==> config.mk <==
export PLATFORM = sky130hd
export DESIGN_NAME = volatility_scheduler
export DESIGN_NICKNAME = d
export VERILOG_FILES = /design/src/rtl/volatility_scheduler.sv
export SDC_FILE = /design/constraint.sdc
export NUM_CORES = 1
export LEC_CHECK = 0
export ABC_AREA = 0
export BUFFER_PORTS_ARGS = -buffer_cell sky130_fd_sc_hd__buf_4
export CORE_UTILIZATION = 54
export DETAILED_ROUTE_END_ITERATION = 8
export PLACE_DENSITY = 0.8
export SYNTH_ARGS = -nofsm -noshare
export SYNTH_HDL_FRONTEND = slang
export SYNTH_SLANG_ARGS = --single-unit
==> constraint.sdc <==
create_clock -name i_clk -period 2.08 [get_ports i_clk]
set_input_delay 0.208 -clock i_clk [delete_from_list [all_inputs] [get_ports i_clk]]
set_output_delay 0.208 -clock i_clk [all_outputs]
set_load 0.05 [all_outputs]
==> src/rtl/volatility_scheduler.sv <==
// One-at-a-time issue scheduler for the volatility unit: per-stock coalescing quote slots,
// round-robin grant, then wait for completion or timeout. Optional macro: VOL_SCHED_OVERWRITE_CNT_EN.
module volatility_scheduler #(
  parameter int DATA_WIDTH     = 32,
  parameter int NUM_STOCKS     = 4,
  parameter int TIMEOUT_CYCLES = 64,
  parameter int CNT_WIDTH      = 16
) (
  input  logic                          i_clk,
  input  logic                          i_reset_n,
  input  logic                          i_quote_valid,
  input  logic [$clog2(NUM_STOCKS)-1:0] i_stock_id,
  input  logic [DATA_WIDTH-1:0]         i_best_ask,
  input  logic [DATA_WIDTH-1:0]         i_best_bid,
  input  logic                          i_vol_data_valid,
  output logic                          o_vol_data_valid,
  output logic [$clog2(NUM_STOCKS)-1:0] o_vol_stock_id,
  output logic [DATA_WIDTH-1:0]         o_vol_best_ask,
  output logic [DATA_WIDTH-1:0]         o_vol_best_bid,
  output logic [NUM_STOCKS-1:0]         o_pending,
  output logic                          o_busy,
  output logic                          o_timeout_err,
  output logic [CNT_WIDTH-1:0]          o_overwrite_count
);

  localparam int ID_W   = $clog2(NUM_STOCKS);
  localparam int WAIT_W = $clog2(TIMEOUT_CYCLES);

  typedef enum logic {
    ST_IDLE = 1'b0,
    ST_WAIT = 1'b1
  } state_t;

  state_t                  state, next_state;
  logic [NUM_STOCKS-1:0]   slot_valid;
  logic [DATA_WIDTH-1:0]   slot_ask [NUM_STOCKS];
  logic [DATA_WIDTH-1:0]   slot_bid [NUM_STOCKS];
  logic [ID_W-1:0]         ptr;
  logic [WAIT_W-1:0]       wait_cnt;
  logic [ID_W-1:0]         grant;
  logic                    grant_found;
  logic                    issue;
  logic                    timeout_hit;

  // Round-robin search starting just after the last granted stock.
  always_comb begin
    logic [ID_W:0] sum;
    // NOTE: every variable written in always_comb gets a default first, so no path
    // leaves it unassigned and no latch is inferred.
    grant       = '0;
    grant_found = 1'b0;
    sum         = '0;
    for (int k = 1; k <= NUM_STOCKS; k++) begin
      sum = {1'b0, ptr} + (ID_W+1)'(k);
      if (sum >= (ID_W+1)'(NUM_STOCKS)) sum = sum - (ID_W+1)'(NUM_STOCKS);
      if (!grant_found && slot_valid[sum[ID_W-1:0]]) begin
        grant_found = 1'b1;
        grant       = sum[ID_W-1:0];
      end
    end
  end

  always_comb begin
    next_state  = state;
    issue       = 1'b0;
    timeout_hit = 1'b0;
    case (state)
      ST_IDLE: begin
        if (grant_found) begin
          issue      = 1'b1;
          next_state = ST_WAIT;
        end
      end
      ST_WAIT: begin
        if (i_vol_data_valid) begin
          next_state = ST_IDLE;
        end else if (wait_cnt == WAIT_W'(TIMEOUT_CYCLES-1)) begin
          timeout_hit = 1'b1;
          next_state  = ST_IDLE;
        end
      end
      default: next_state = ST_IDLE;
    endcase
  end

  // NOTE: sequential state uses non-blocking assignments so every register samples
  // the pre-edge values of the others, independent of block ordering.
  always_ff @(posedge i_clk or negedge i_reset_n) begin
    if (!i_reset_n) state <= ST_IDLE;
    else            state <= next_state;
  end

  always_ff @(posedge i_clk or negedge i_reset_n) begin
    if (!i_reset_n) begin
      ptr              <= ID_W'(NUM_STOCKS-1);
      wait_cnt         <= '0;
      o_vol_data_valid <= 1'b0;
      o_vol_stock_id   <= '0;
      o_vol_best_ask   <= '0;
      o_vol_best_bid   <= '0;
      o_timeout_err    <= 1'b0;
    end else begin
      o_vol_data_valid <= issue;
      if (issue) begin
        o_vol_stock_id <= grant;
        o_vol_best_ask <= slot_ask[grant];
        o_vol_best_bid <= slot_bid[grant];
        ptr            <= grant;
        wait_cnt       <= '0;
      end else if (state == ST_WAIT) begin
        wait_cnt <= wait_cnt + 1'b1;
      end
      if (timeout_hit) o_timeout_err <= 1'b1;
    end
  end

  // A write on the grant edge re-arms the slot, so the new quote is served later.
  always_ff @(posedge i_clk or negedge i_reset_n) begin
    if (!i_reset_n) begin
      slot_valid <= '0;
    end else begin
      for (int i = 0; i < NUM_STOCKS; i++) begin
        if (i_quote_valid && i_stock_id == ID_W'(i))
          slot_valid[i] <= 1'b1;
        else if (issue && grant == ID_W'(i))
          slot_valid[i] <= 1'b0;
      end
    end
  end

  // NOTE: slot payload storage is not reset; a slot's contents are only observed
  // while its valid bit is set, and the valid bits are reset.
  always_ff @(posedge i_clk) begin
    for (int i = 0; i < NUM_STOCKS; i++) begin
      if (i_quote_valid && i_stock_id == ID_W'(i)) begin
        slot_ask[i] <= i_best_ask;
        slot_bid[i] <= i_best_bid;
      end
    end
  end

  assign o_pending = slot_valid;
  assign o_busy    = (state == ST_WAIT);

`ifdef VOL_SCHED_OVERWRITE_CNT_EN
  logic                 overwrite;
  logic [CNT_WIDTH-1:0] overwrite_cnt;

  always_comb begin
    overwrite = 1'b0;
    for (int i = 0; i < NUM_STOCKS; i++) begin
      if (i_quote_valid && i_stock_id == ID_W'(i) && slot_valid[i]) overwrite = 1'b1;
    end
  end

  always_ff @(posedge i_clk or negedge i_reset_n) begin
    if (!i_reset_n)                         overwrite_cnt <= '0;
    else if (overwrite && overwrite_cnt != '1) overwrite_cnt <= overwrite_cnt + 1'b1;
  end

  assign o_overwrite_count = overwrite_cnt;
`else
  assign o_overwrite_count = '0;
`endif

endmodule

# [After elaboration in Yosys (flattened, before gate mapping)]
# Memory sizes are Yosys's and may differ from the RTL's. A register that Yosys moved wholly into a read port is not among the register bits.
# Index checks and enable logic that the tools add are counted.
# Widths: inputs -> output; s select.
[totals] reg_bits=17 latch_bits=0 ramBits=256 rom_bits=0 in_bits=70 output_inout_bits=89 elab_cells=130 memories=2
[memory_table] name="slot_ask" depth=4 width=32 read_ports=1 rd_ports_with_merged_regs=1 wr=1 line_no="36" source="logic [DATA_WIDTH-1:0] slot_ask [NUM_STOCKS];"
[memory_table] name="slot_bid" depth=4 width=32 read_ports=1 rd_ports_with_merged_regs=1 wr=1 line_no="37" source="logic [DATA_WIDTH-1:0] slot_bid [NUM_STOCKS];"
[op_classes] n_addsub=9 mul=0 div=0 magnitude_cmp=8 eq_ne=7 n_shift=0 muxes=64 bitwise_logic=1 n_reduce_logical=29
[ops] operator="$mux 32" count=6
[ops] operator="$reduce_or 32->1" count=6
[ops] operator="$mux 1" count=37
[ops] operator="$mux 2" count=14
[ops] operator="$ge 3x3->1 const B" count=4
[ops] operator="$lt 2x3->1 const B" count=4
[ops] operator="$mux 6" count=2
[ops] operator="$logic_and 1x1->1" count=11
[ops] operator="$reduce_bool 2->1" count=5
[ops] operator="$bmux 1 s2" count=4
[ops] operator="$eq 2x2->1 const B" count=4
[ops] operator="$sub 2x1->2 const B" count=4
[ops] operator="$add 2x2->3 const B" count=2
[ops] operator="$add 6x1->6 const B" count=1
[ops] operator="$eq 6x6->1 const B" count=1
[ops] operator="$logic_not 1->1" count=5
[ops] operator="$eq 2x1->1 const B" count=2
[ops] operator="$logic_not 2->1" count=2
[ops] operator="$add 2x1->3 const B" count=1
[ops] operator="$add 2x3->3 const B" count=1
[ops] operator="$pmux 1 s2" count=1
[ops] operator="$not 1->1" count=1

# [Longest topological paths before layout]
# Gate-level depths: netlist (run 1).
[logic_depth] ltp_word=20 ltp_mapped=9 depth_no_buf=5

# [Least setup slack after synthesis (run 1)]
# Ideal clock, no wire load.
[synth_timing] kind="input to register" from="in i_stock_id[1]" to="mem slot_ask[0][0], enable pin" setup_time_ns=0.581 arrival_ns=4.947 required_time_ns=1.499 setup_slack_ns=-3.448 cell_stages=1 path_buffers=0 cell_sequence="nor3b_1"
[synth_via] elab_chain_cells=8 elab_cells_between_ends=25 cone_classes="3 x eq/ne; 14 x mux; 8 x reduce/logical"
[synth_rtl] element="start: declaration" line_no="12" source="input logic [$clog2(NUM_STOCKS)-1:0] i_stock_id,"
[synth_rtl] element="$eq 2x1->1" line_no="135" source="if (i_quote_valid && i_stock_id == ID_W'(i)) begin"
[synth_rtl] element="$logic_and 1x1->1" line_no="135"
[synth_rtl] element="$mux 1" line_no="135"
[synth_rtl] element="$mux 1 (implied by the code)" line_no="136" source="slot_ask[i] <= i_best_ask;"
[synth_rtl] element="$reduce_or 32->1 (no source line)"
[synth_rtl] element="$mux 2 (no source line) or $mux 1 (tied branches) (3 in a row)"
[synth_rtl] element="end: declaration" line_no="36"
# Several ways; a longest one is shown, not always the timed one.

# [Final worst setup path (run 1)]
[layout_timing] from="reg ptr[0]" to="reg o_vol_best_ask[8] (read register of slot_ask)"
[layout_via] elab_chain_cells=17 elab_cells_between_ends=40 cone_classes="8 x add/sub; 4 x order compare; 22 x mux; 6 x reduce/logical"
[layout_rtl] element="start: declaration" line_no="38" source="logic [ID_W-1:0] ptr;"
[layout_rtl] element="start signal: assignment" line_no="95" source="ptr <= ID_W'(NUM_STOCKS-1);"
[layout_rtl] element="start signal: assignment" line_no="108" source="ptr <= grant;"
[layout_rtl] element="$add 2x1->3" line_no="54" source="sum = {1'b0, ptr} + (ID_W+1)'(k);"
[layout_rtl] element="$ge 3x3->1 or $sub 2x1->2 (tied branches)" line_no="55" source="if (sum >= (ID_W+1)'(NUM_STOCKS)) sum = sum - (ID_W+1)'(NUM_STOCKS);"
[layout_rtl] element="$mux 2" line_no="55"
[layout_rtl] element="$bmux 1 s2" line_no="56" source="if (!grant_found && slot_valid[sum[ID_W-1:0]]) begin"
[layout_rtl] element="$mux 1 (implied by the code)" line_no="56"
[layout_rtl] element="$mux 1" line_no="56"
[layout_rtl] element="$logic_not 1->1" line_no="56"
[layout_rtl] element="$logic_and 1x1->1" line_no="56"
[layout_rtl] element="$mux 1" line_no="56"
[layout_rtl] element="$logic_not 1->1" line_no="56"
[layout_rtl] element="$logic_and 1x1->1" line_no="56"
[layout_rtl] element="$mux 1" line_no="56"
[layout_rtl] element="$logic_not 1->1" line_no="56"
[layout_rtl] element="$logic_and 1x1->1" line_no="56"
[layout_rtl] element="$mux 1" line_no="56"
[layout_rtl] element="$mux 1" line_no="69" source="if (grant_found) begin"
[layout_rtl] element="$mux 1" line_no="67" source="case (state)"
[layout_rtl] element="end: declaration" line_no="18" source="output logic [DATA_WIDTH-1:0] o_vol_best_ask,"
# Several ways; a longest one is shown, not always the timed one. The select of a mux whose other input is x is not followed.
# A chain may end at the register's enable or synchronous reset.

==> flow_summary.yaml, run 1 <==
setup_path:
  timing_worst_setup_path_type: "register to register"
  worst-path-max-fanout: 21
  critical_r2r_launch: "ptr[0]$_DFFE_PN1P_"
  cp_data_required_time_ns: 2.47
  worstRegToRegCells: 7
  crit_arrival_ns: 2.46
  startpoint: "ptr[0]$_DFFE_PN1P_"
  critical_path.startpoint_type: "register"
  critPathCaptureType: "register"
run:
  max_cap_viol_count: 0
finish:
  layout.filler_cells: 1661
  area_delta_synth_final_pct: 26.2
  num-nets-final: 1272
  post-route-cell-area_um2: 17500
  drive_above_1_share: 0.212
sta:
  setup_viol: 0
  max_clock_freq_ghz: 0.482
  tightest_slew_ns: 0.534
  final-hold-violation-count: 0
  min_period_over_period: 0.998
  setup_slack_ns: 0.00445
  setup-tns-final_ns: 0
  fin_worst_skew_ns: 0.0172
  finalMaxSlewViolations: 0
  maxSlewHeadroom: 0.644
  unrepaired_setup_endpoints_after_global_routing: "yes"
  timing.final.crit_period_ns: 2.08
grt:
  grt.total_usage: 0.251
  gr-total-overflow: 0
  antenna_found_initial: 1
  grt_pass1_wl_um: 50100
  largest_net_degree_at_the_start_of_global_routing: 55
  grt_pass1_vias: 9243
floorplan:
  initial_utilization: 0.550
  io-pin-count: 159
  dieArea_um2: 26300
  die_width_um: 162
  floorplan.die.height_um: 162
  std_cell_rows: 58
  design.core.area_um2: 25200
detailed_routing:
  route.vias.total: 9058
  drt_iter0_drc: 805
  route.detailed.wl_per_inst_um: 21.2
  routed_via_density: 5.81
  route.detailed.drc: 0
  routed_wl_um: 33100
  ant_nets: 0
  drt-pass1-iter-count: 5
clock_network:
  tritoncts.num_buffers: 36
  worst_setup_hold_path_clk_slew_ns: 0.06
  cts_root_buf: "sky130_fd_sc_hd__clkbuf_16"
  maximum_count_of_clock_buffers_along_a_single_path: 3
  clock_sink_count: 337
  clk-insertion-delay-late_ns: 0.52
  htreeDepth: 2
  cts_tree: "yes"
synthesis:
  synth.top_cells.by_area: "sky130_fd_sc_hd__edfxtp_1 56%, sky130_fd_sc_hd__dfrtp_1 14%, sky130_fd_sc_hd__mux2i_1 4.6%, sky130_fd_sc_hd__a311oi_1 3.4%, sky130_fd_sc_hd__o31ai_1 3.0%"
  yosysWarningCount: 0
  synth_edf_count: 256
  post_synth_instance_area_um2: 13800
  post_synth_inst_count: 982
  post_synthesis_sequential_area_ratio: 0.702
  cell_variety_after_synth: 43
  postSynth.topFlopCell: "sky130_fd_sc_hd__edfxtp_1"
  yosys.area.top_type_share: 0.555
  synth_area_per_cell_um2: 14.1
  ys_async_sr_fraction: 0.240
  flip_flop_and_latch_count_after_synthesis: 337
  synth_top_cell_by_area: "sky130_fd_sc_hd__edfxtp_1"
placement:
  hpwlAfterDp_um: 17500
  placed_cell_area_um2: 15500
  place_ws_ns: 0.00213
  finalWeightedCongestion: 0.809
  place.port_buffers: 142
power:
  reported_leakage_power_nw: 6.69
  power.density_cell_area_nw_per_um2: 1660
  vdd_ir_drop_max_uv: 1140
worst_hold_path:
  min_path_type: "input pin to async pin"
status:
  status: "finished clean"
path summary, 6_finish.rpt:
path	to	slack [ns]
worst max-delay path	o_vol_best_ask[8]$_DFFE_PN0P_	0.004
worst min-delay path	o_vol_stock_id[0]$_DFFE_PN0P_	0.20
worst max register to register	o_vol_best_ask[8]$_DFFE_PN0P_	0.004
worst min register to register	o_timeout_err$_DFFE_PN0P_	0.47
max in group asynchronous	o_vol_best_ask[17]$_DFFE_PN0P_	1.22
min in group i_clk	slot_bid[2][21]$_DFFE_PP_	0.28
worst max-delay path, stage by stage, from the launching register on:
cell                        delay [ns]
sky130_fd_sc_hd__dfstp_2          0.59
sky130_fd_sc_hd__nand2b_2         0.14
sky130_fd_sc_hd__o21ai_1          0.11
sky130_fd_sc_hd__a211oi_4         0.29
sky130_fd_sc_hd__buf_4            0.20
sky130_fd_sc_hd__clkbuf_16        0.25
sky130_fd_sc_hd__mux2i_1          0.26
sky130_fd_sc_hd__o21ai_1          0.10
per-stage QoR:
| stage | utilization | cells | hold WS [ns] | total power, mW |
|---|---|---|---|---|
| CTS | 0.690 | 1555 | 0.209 | 28.5 |
| global placement | 0.614 | 1423 | 0.214 | 21.5 |
| finish | 0.694 | 1560 | 0.203 | 29.0 |
| floorplan | - | 997 | -0.0876 | 17.8 |
| detailed placement | 0.614 | 1423 | 0.211 | 21.8 |
| global route | 0.694 | 1560 | 0.242 | 30.3 |
repair_timing:
item | in CTS | in global routing
setup buffers | 0 | 1
hold endpoints to repair | 287 | 0
setup endpoints to repair | 3 | 27
gates resized for setup | 1 | 5
hold buffers | 66 | 0
cloned | 0 | 3
pin swaps | 0 | 2
sequential cells by signal, summed over array words and instances (netlist names):
name	count
o_busy	1
o_pending	4
o_timeout_err	1
o_vol_best_ask	32
o_vol_best_bid	32
o_vol_data_valid	1
o_vol_stock_id	2
ptr	2
slot_ask	128
slot_bid	128
wait_cnt	6
cells in the mapped netlist, types with 17 or more instances:
cell	n
sky130_fd_sc_hd__a21boi_0	53
sky130_fd_sc_hd__a311oi_1	54
sky130_fd_sc_hd__buf_4	18
sky130_fd_sc_hd__clkbuf_1	39
sky130_fd_sc_hd__dfrtp_1	79
sky130_fd_sc_hd__edfxtp_1	256
sky130_fd_sc_hd__inv_1	59
sky130_fd_sc_hd__mux2i_1	64
sky130_fd_sc_hd__nand2_1	66
sky130_fd_sc_hd__nand2b_1	56
sky130_fd_sc_hd__nor2_1	20
sky130_fd_sc_hd__o21ai_0	17
sky130_fd_sc_hd__o21ai_1	57
sky130_fd_sc_hd__o31ai_1	55
cells in the final DEF (no fill, tap or decap), types with 2 or more instances in the layout:
master	netlist	routed
sky130_fd_sc_hd__xor2_1	2	2
sky130_fd_sc_hd__clkinv_1	0	3
sky130_fd_sc_hd__bufinv_16	0	4
sky130_fd_sc_hd__dlygate4sd3_1	0	66
sky130_fd_sc_hd__edfxtp_1	256	256
sky130_fd_sc_hd__clkinv_2	0	5
sky130_fd_sc_hd__buf_4	18	163
sky130_fd_sc_hd__a21boi_0	53	53
sky130_fd_sc_hd__nand2b_2	2	2
sky130_fd_sc_hd__dfstp_2	2	2
sky130_fd_sc_hd__dfrtp_1	79	78
sky130_fd_sc_hd__clkbuf_16	0	41
sky130_fd_sc_hd__clkbuf_8	0	6
sky130_fd_sc_hd__nand2_1	66	64
sky130_fd_sc_hd__o21ai_1	57	57
sky130_fd_sc_hd__xnor2_1	2	2
sky130_fd_sc_hd__clkbuf_1	39	8
sky130_fd_sc_hd__nor2_4	0	2
sky130_fd_sc_hd__nand2b_1	56	56
sky130_fd_sc_hd__a221oi_1	11	11
sky130_fd_sc_hd__buf_12	0	17
sky130_fd_sc_hd__o21ai_0	17	17
sky130_fd_sc_hd__nor2_1	20	17
sky130_fd_sc_hd__o22ai_1	11	11
sky130_fd_sc_hd__nand3_1	3	3
sky130_fd_sc_hd__or2_2	0	2
sky130_fd_sc_hd__o31ai_1	55	55
sky130_fd_sc_hd__a22o_1	2	2
sky130_fd_sc_hd__conb_1	1	16
sky130_fd_sc_hd__a21oi_1	4	4
sky130_fd_sc_hd__and2_1	2	2
sky130_fd_sc_hd__o21bai_1	2	2
sky130_fd_sc_hd__inv_1	59	59
sky130_fd_sc_hd__mux2i_1	64	64
sky130_fd_sc_hd__nand2_2	0	2
sky130_fd_sc_hd__a311oi_1	54	54
cell families after synthesis:
logic type	after synthesis	synth area share
fa+ha+maj	1	0.000904
buf+inv	144	0.0512
xor+xnor	4	0.00253
simple gates	157	0.0557
flops	337	0.702
compound gates	274	0.141
mux	64	0.0463
other cells	1	0.000271
routing by layer:
metal	vias up	GRT usage	part of all wire
li1	4096	-	-
met1	4467	0.336	0.41
met2	422	0.414	0.49
met3	73	0.0483	0.080
met4	0	0.0853	0.023
met5	-	0	0
where the power goes:
group	total (mW)	leakage, nW	internal [mW]	switching, mW
logic	13.3	2.82	4.73	8.58
clock network	6.59	0.615	4.07	2.53
registers	9.10	3.26	8.35	0.743
final cells by class:
| class | count | area, um2 | share of cell area |
|---|---|---|---|
| clock buffer | 52 | 1060 | 0.0609 |
| multi-input combinational | 516 | 3550 | 0.203 |
| sequential | 337 | 9720 | 0.556 |
| inverter | 60 | 225 | 0.0129 |
| clock inverter | 14 | 184 | 0.0105 |
| antenna | 1 | 2.50 | 0.000143 |
| tap | 330 | 413 | 0.0236 |
| timing repair buffer | 250 | 2310 | 0.133 |
(Power assumes the default switching activity.)
==> inputs of run 2 (changes only) <==
Settings changed: CTS_BUF_LIST from default to sky130_fd_sc_hd__clkbuf_4.
==> run 2 against run 1 <==
Effect of this change: cell count rose by 5.6%; clock-buffer cell count rose by 77; global-route usage rose by 0.56 points; clock power fell by 19%; non-clock buffer count rose by 1; critical endpoint is now o_vol_best_bid[28]$_DFFE_PN0P_; routed wire length rose by 0.54%; die area did not move; core utilization fell by 0.65 points; critical path depth did not move; register-to-register slack improved by 0.06 ns; clock skew rose by 0.018 ns.
==> flow_summary.yaml, run 2 (synthesis results as in run 1) <==
clock_network:
  cts_root_buf: "sky130_fd_sc_hd__clkbuf_4"
  worst_setup_hold_path_clk_slew_ns: 0.07
  maximum_count_of_clock_buffers_along_a_single_path: 3
  htreeDepth: 3
  cts_tree: "yes"
  tritoncts.num_buffers: 84
  clk-insertion-delay-late_ns: 0.69
  clock_sink_count: 337
placement:
  place_ws_ns: 0.00213
  finalWeightedCongestion: 0.809
  placed_cell_area_um2: 15500
  hpwlAfterDp_um: 17500
  place.port_buffers: 142
run:
  max_cap_viol_count: 0
sta:
  unrepaired_setup_endpoints_after_global_routing: "yes"
  setup_viol: 0
  min_period_over_period: 0.970
  setup_slack_ns: 0.0634
  max_clock_freq_ghz: 0.496
  final-hold-violation-count: 0
  timing.final.crit_period_ns: 2.02
  maxSlewHeadroom: 0.638
  tightest_slew_ns: 0.543
  fin_worst_skew_ns: 0.0357
  finalMaxSlewViolations: 0
detailed_routing:
  route.detailed.drc: 0
  route.detailed.wl_per_inst_um: 20.2
  routed_wl_um: 33300
  route.vias.total: 9369
  drt-pass1-iter-count: 5
  drt_iter0_drc: 717
  routed_via_density: 5.69
  ant_nets: 0
finish:
  layout.cells.most_common: "sky130_fd_sc_hd__edfxtp_1"
  largest_registers: "slot_ask: 128 flops, slot_bid: 128 flops"
  mostFrequentLayoutCells: "256 x sky130_fd_sc_hd__edfxtp_1, 163 x sky130_fd_sc_hd__buf_4, 129 x sky130_fd_sc_hd__clkbuf_4"
  area_delta_synth_final_pct: 25.0
  post-route-cell-area_um2: 17300
  drive_above_1_share: 0.258
  post-route-util: 0.687
  num-nets-final: 1321
grt:
  grt.total_usage: 0.257
  grt.met1_usage: 0.338
  largest_net_degree_at_the_start_of_global_routing: 55
  gr-total-overflow: 0
  globalRouteMet2Util: 0.420
  grt_pass1_wl_um: 51100
  grt.met3_usage: 0.0541
  antenna_found_initial: 1
  grt_pass1_vias: 9558
  gr-max-usage-layer: "met2"
setup_path:
  worst-path-max-fanout: 21
  critical_r2r_launch: "ptr[0]$_DFFE_PN1P_"
  cp_data_required_time_ns: 2.63
  critical_path.startpoint_type: "register"
  worstRegToRegCells: 7
  setup.reg_to_reg.worst_slack_ns: 0.06
  crit_arrival_ns: 2.57
  startpoint: "ptr[0]$_DFFE_PN1P_"
  timing_worst_setup_path_type: "register to register"
  critPathCaptureType: "register"
  worst_r2r_endpoint: "o_vol_best_bid[28]$_DFFE_PN0P_"
power:
  vdd_ir_drop_max_uv: 1140
  power.density_cell_area_nw_per_um2: 1610
  reported_leakage_power_nw: 6.73
status:
  status: "finished clean"
floorplan:
  io-pin-count: 159
  die_width_um: 162
  design.core.area_um2: 25200
  initial_utilization: 0.550
  floorplan.die.height_um: 162
  dieArea_um2: 26300
  std_cell_rows: 58
worst_hold_path:
  min_path_type: "input pin to async pin"
run 2: cell count changes in the layout (fill, tap and decap cells not counted), sizes merged:
cell,delta
bufinv,-4
bufbuf,+1
clkinv,+13
clkbuf,+76
buf,+1
run 2: through the flow:
| stage | hold slack [ns] | setup TNS [ns] | cells | power [mW] |
|---|---|---|---|---|
| 5_1_grt | 0.0671 | -0.0870 | 1647 | 29.3 |
| 3_5_place_dp | 0.211 | 0 | 1423 | 21.8 |
| 4_1_cts | 0.0144 | -0.00415 | 1643 | 27.6 |
| 6_report | 0.0497 | 0 | 1647 | 27.8 |
| 3_3_place_gp | 0.214 | 0 | 1423 | 21.5 |
| 2_1_floorplan | -0.0876 | -15.00 | 997 | 17.8 |
run 2: timing repair:
| action | CTS | global route |
|---|---|---|
| hold endpoints to repair | 339 | 0 |
| pin swaps | 1 | 2 |
| resized for setup | 1 | 5 |
| setup endpoints to repair | 5 | 49 |
| buffers inserted | 1 | 1 |
| cloned | 1 | 2 |
| hold buffers | 66 | 0 |
run 2: final cells by class:
cell class | count | area (um2)
clock buffers | 129 | 968
inverters | 60 | 225
diodes | 1 | 2.50
well taps | 330 | 413
clock inverters | 23 | 87.6
flip-flops and latches | 337 | 9720
fillers | 1727 | 7880
multi-input cells | 516 | 3550
repair buffers | 251 | 2340
run 2: metal layers:
layer,vias up,part of all wire
met5,-,0
met1,4591,0.41
li1,4256,-
met4,0,0.020
met2,459,0.49
met3,63,0.084
run 2: critical path, cell delays in order (launching register included):
cell and delay, ns:
sky130_fd_sc_hd__dfstp_2 0.57, sky130_fd_sc_hd__nand2b_2 0.13, sky130_fd_sc_hd__o21ai_1 0.11, sky130_fd_sc_hd__a211oi_4 0.23, sky130_fd_sc_hd__buf_6 0.17, sky130_fd_sc_hd__bufbuf_16 0.36, sky130_fd_sc_hd__mux2i_1 0.22, sky130_fd_sc_hd__o21ai_1 0.10
run 2: worst max path at each step:
stage	cells after the start	slack, ns	endpoint
2_1_floorplan	1	-0.23	slot_ask[0][0]$_DFFE_PP_
3_3_place_gp	5	0.07	o_vol_best_bid[11]$_DFFE_PN0P_
3_5_place_dp	5	0.002	o_vol_best_ask[18]$_DFFE_PN0P_
4_1_cts	7	-0.003	o_vol_best_ask[5]$_DFFE_PN0P_
5_1_grt	7	-0.02	o_vol_best_bid[12]$_DFFE_PN0P_
6_report	7	0.06	o_vol_best_bid[28]$_DFFE_PN0P_
run 2: where the power goes:
group / total [mW] / internal (mW) / switching [mW]
logic: 13.4 / 4.85 / 8.52
clock network: 5.36 / 2.82 / 2.53
registers: 9.08 / 8.35 / 0.731
==> inputs of run 3 (changes only) <==
Settings changed: CELL_PAD_IN_SITES_DETAIL_PLACEMENT from default to 1, CELL_PAD_IN_SITES_GLOBAL_PLACEMENT from default to 2, CORE_UTILIZATION 54 to 43, PLACE_DENSITY 0.8 to 0.87.
==> run 3 against run 2 <==
Effect of this change: sequential share of layout area down 1.1 points; worst hold slack better by 0.0067 ns; flip-flop and latch count unchanged; critical path type unchanged.
==> flow_summary.yaml, run 3 (synthesis results as in run 1) <==
sta:
  finalMaxSlewViolations: 0
  min_period_over_period: 0.976
  final-hold-violation-count: 0
  fin_worst_skew_ns: 0.0651
  tightest_slew_ns: 0.654
  maxSlewHeadroom: 0.562
  max_clock_freq_ghz: 0.492
  setup_viol: 0
  timing.final.crit_period_ns: 2.03
  setup_slack_ns: 0.0490
floorplan:
  io-pin-count: 159
  design.core.area_um2: 31600
  initial_utilization: 0.438
  die_width_um: 181
  dieArea_um2: 32900
  std_cell_rows: 65
  floorplan.die.height_um: 181
setup_path:
  setup.reg_to_reg.worst_slack_ns: 0.05
  worst-path-max-fanout: 41
  timing_worst_setup_path_type: "register to register"
  critical_path_destination: "o_vol_best_ask[26]$_DFFE_PN0P_"
  worst_r2r_endpoint: "o_vol_best_ask[26]$_DFFE_PN0P_"
  worstRegToRegCells: 7
  crit_arrival_ns: 2.63
  startpoint: "ptr[0]$_DFFE_PN1P_"
  cp_data_required_time_ns: 2.68
  critical_path.startpoint_type: "register"
  ordered_cell_list_for_the_critical_path: "buf_4 -> or2_2 -> a21o_2 -> buf_12 -> a311oi_1 -> o31ai_1 -> o21ai_1"
  critical_r2r_launch: "ptr[0]$_DFFE_PN1P_"
  cpMaxStageDelayCell: "sky130_fd_sc_hd__dfstp_2"
  cpPeakStageDelay_ns: 0.39
  critPathCaptureType: "register"
detailed_routing:
  route.vias.total: 9280
  route.detailed.drc: 0
  routed_wl_um: 36200
  routed_via_density: 5.32
  route.detailed.wl_per_inst_um: 20.8
  ant_nets: 0
  drt_iter0_drc: 474
  drt-pass1-iter-count: 5
power:
  power.share.switching: 0.421
  vdd_ir_drop_max_uv: 814
  internal_power_mw: 16.5
  share_seq_of_total_power: 0.317
  combinationalPowerShare: 0.474
  power.density_cell_area_nw_per_um2: 1620
  reported_leakage_power_nw: 6.85
  p_clk_frac: 0.209
  total_switching_power_mw: 12.0
grt:
  grt_pass1_vias: 10189
  grt.total_usage: 0.224
  largest_net_degree_at_the_start_of_global_routing: 54
  antenna_found_initial: 3
  grt_pass1_wl_um: 56300
  gr-total-overflow: 0
finish:
  largest_registers: "slot_ask: 128 flops, slot_bid: 128 flops"
  mostFrequentLayoutCells: "256 x sky130_fd_sc_hd__edfxtp_1, 166 x sky130_fd_sc_hd__buf_4, 153 x sky130_fd_sc_hd__clkbuf_4"
  layout.cells.most_common: "sky130_fd_sc_hd__edfxtp_1"
  num-nets-final: 1336
  finalNonFillerCells: 1743
  drive_above_1_share: 0.280
  area_delta_synth_final_pct: 27.4
clock_network:
  tritoncts.num_buffers: 89
  htreeDepth: 3
  maximum_count_of_clock_buffers_along_a_single_path: 3
  cts_tree: "yes"
  clk-insertion-delay-late_ns: 0.72
  cts_root_buf: "sky130_fd_sc_hd__clkbuf_4"
  worst_setup_hold_path_clk_slew_ns: 0.06
  clock_sink_count: 337
placement:
  hpwlAfterDp_um: 21100
  finalWeightedCongestion: 0.788
  place_inst: 1505
  place.port_buffers: 142
  place_ws_ns: 0.0315
run:
  max_cap_viol_count: 0
status:
  status: "finished clean"
worst_hold_path:
  min_path_type: "input pin to async pin"
-- run 3: how the worst min path moves through the flow --
stage               slack, ns  cells past startpoint                              to
detailed placement        0.1                      1   o_vol_stock_id[0]$_DFFE_PN0P_
floorplan               -0.09                      0                o_busy$_DFF_PN0_
global placement         0.09                      1   o_vol_stock_id[0]$_DFFE_PN0P_
CTS                    0.0009                      3  o_vol_best_ask[24]$_DFFE_PN0P_
global route             0.03                      3  o_vol_best_bid[10]$_DFFE_PN0P_
finish                   0.06                      3  o_vol_best_bid[10]$_DFFE_PN0P_
-- run 3: critical path, delay by kind of cell (launching register included) --
| family | cells | cell delay [ns] |
|---|---|---|
| AO/OA/AOI/OAI | 4 | 0.87 |
| flip-flops | 1 | 0.39 |
| AND/OR/NAND/NOR | 1 | 0.32 |
| buffers and inverters | 2 | 0.31 |
-- run 3: area by class of cell --
class | instances | area (um2)
Sequential cell | 337 | 9720
Multi-Input combinational cell | 516 | 3560
Fill cell | 3123 | 14000
Clock inverter | 11 | 48.8
Antenna cell | 3 | 7.51
Tap cell | 402 | 503
Inverter | 60 | 225
Timing Repair Buffer | 261 | 2420
Clock buffer | 153 | 1150
-- run 3: per-stage QoR --
step	setup TNS, ns	hold WS (ns)	total power, mW	util	cell area [um2]
floorplan	-15.00	-0.0876	17.8	-	13900
global placement	0	0.0939	22.1	0.496	15700
detailed placement	0	0.0967	22.5	0.496	15700
CTS	0	0.000905	28.7	0.556	17600
global route	-0.0617	0.0309	30.2	0.557	17600
finish	0	0.0564	28.6	0.557	17600
-- run 3: per-layer routing --
metal | GRT usage | part of all wire | vias up
met1 | 0.277 | 0.43 | 4697
li1 | - | - | 4273
met5 | 0 | 0 | -
met2 | 0.390 | 0.51 | 256
met3 | 0.0409 | 0.046 | 54
met4 | 0.0827 | 0.018 | 0
-- run 3: power by group through the flow --
stage                     Sequential (mW)  Combinational [mW]  Clock [mW]
after CTS                            9.05                13.5        6.16
after detailed placement             9.17                13.4           0
after global routing                 9.16                14.5        6.49
after floorplan                      11.3                6.51           0
after global placement               9.13                13.0           0
final                                9.05                13.5        5.98
-- run 3: repair_timing --
action	CTS	global route
hold buffers	70	0
endpoints found under the setup margin	0	55
endpoints found under the hold margin	345	0
buffers inserted	0	1
resized for setup	0	11
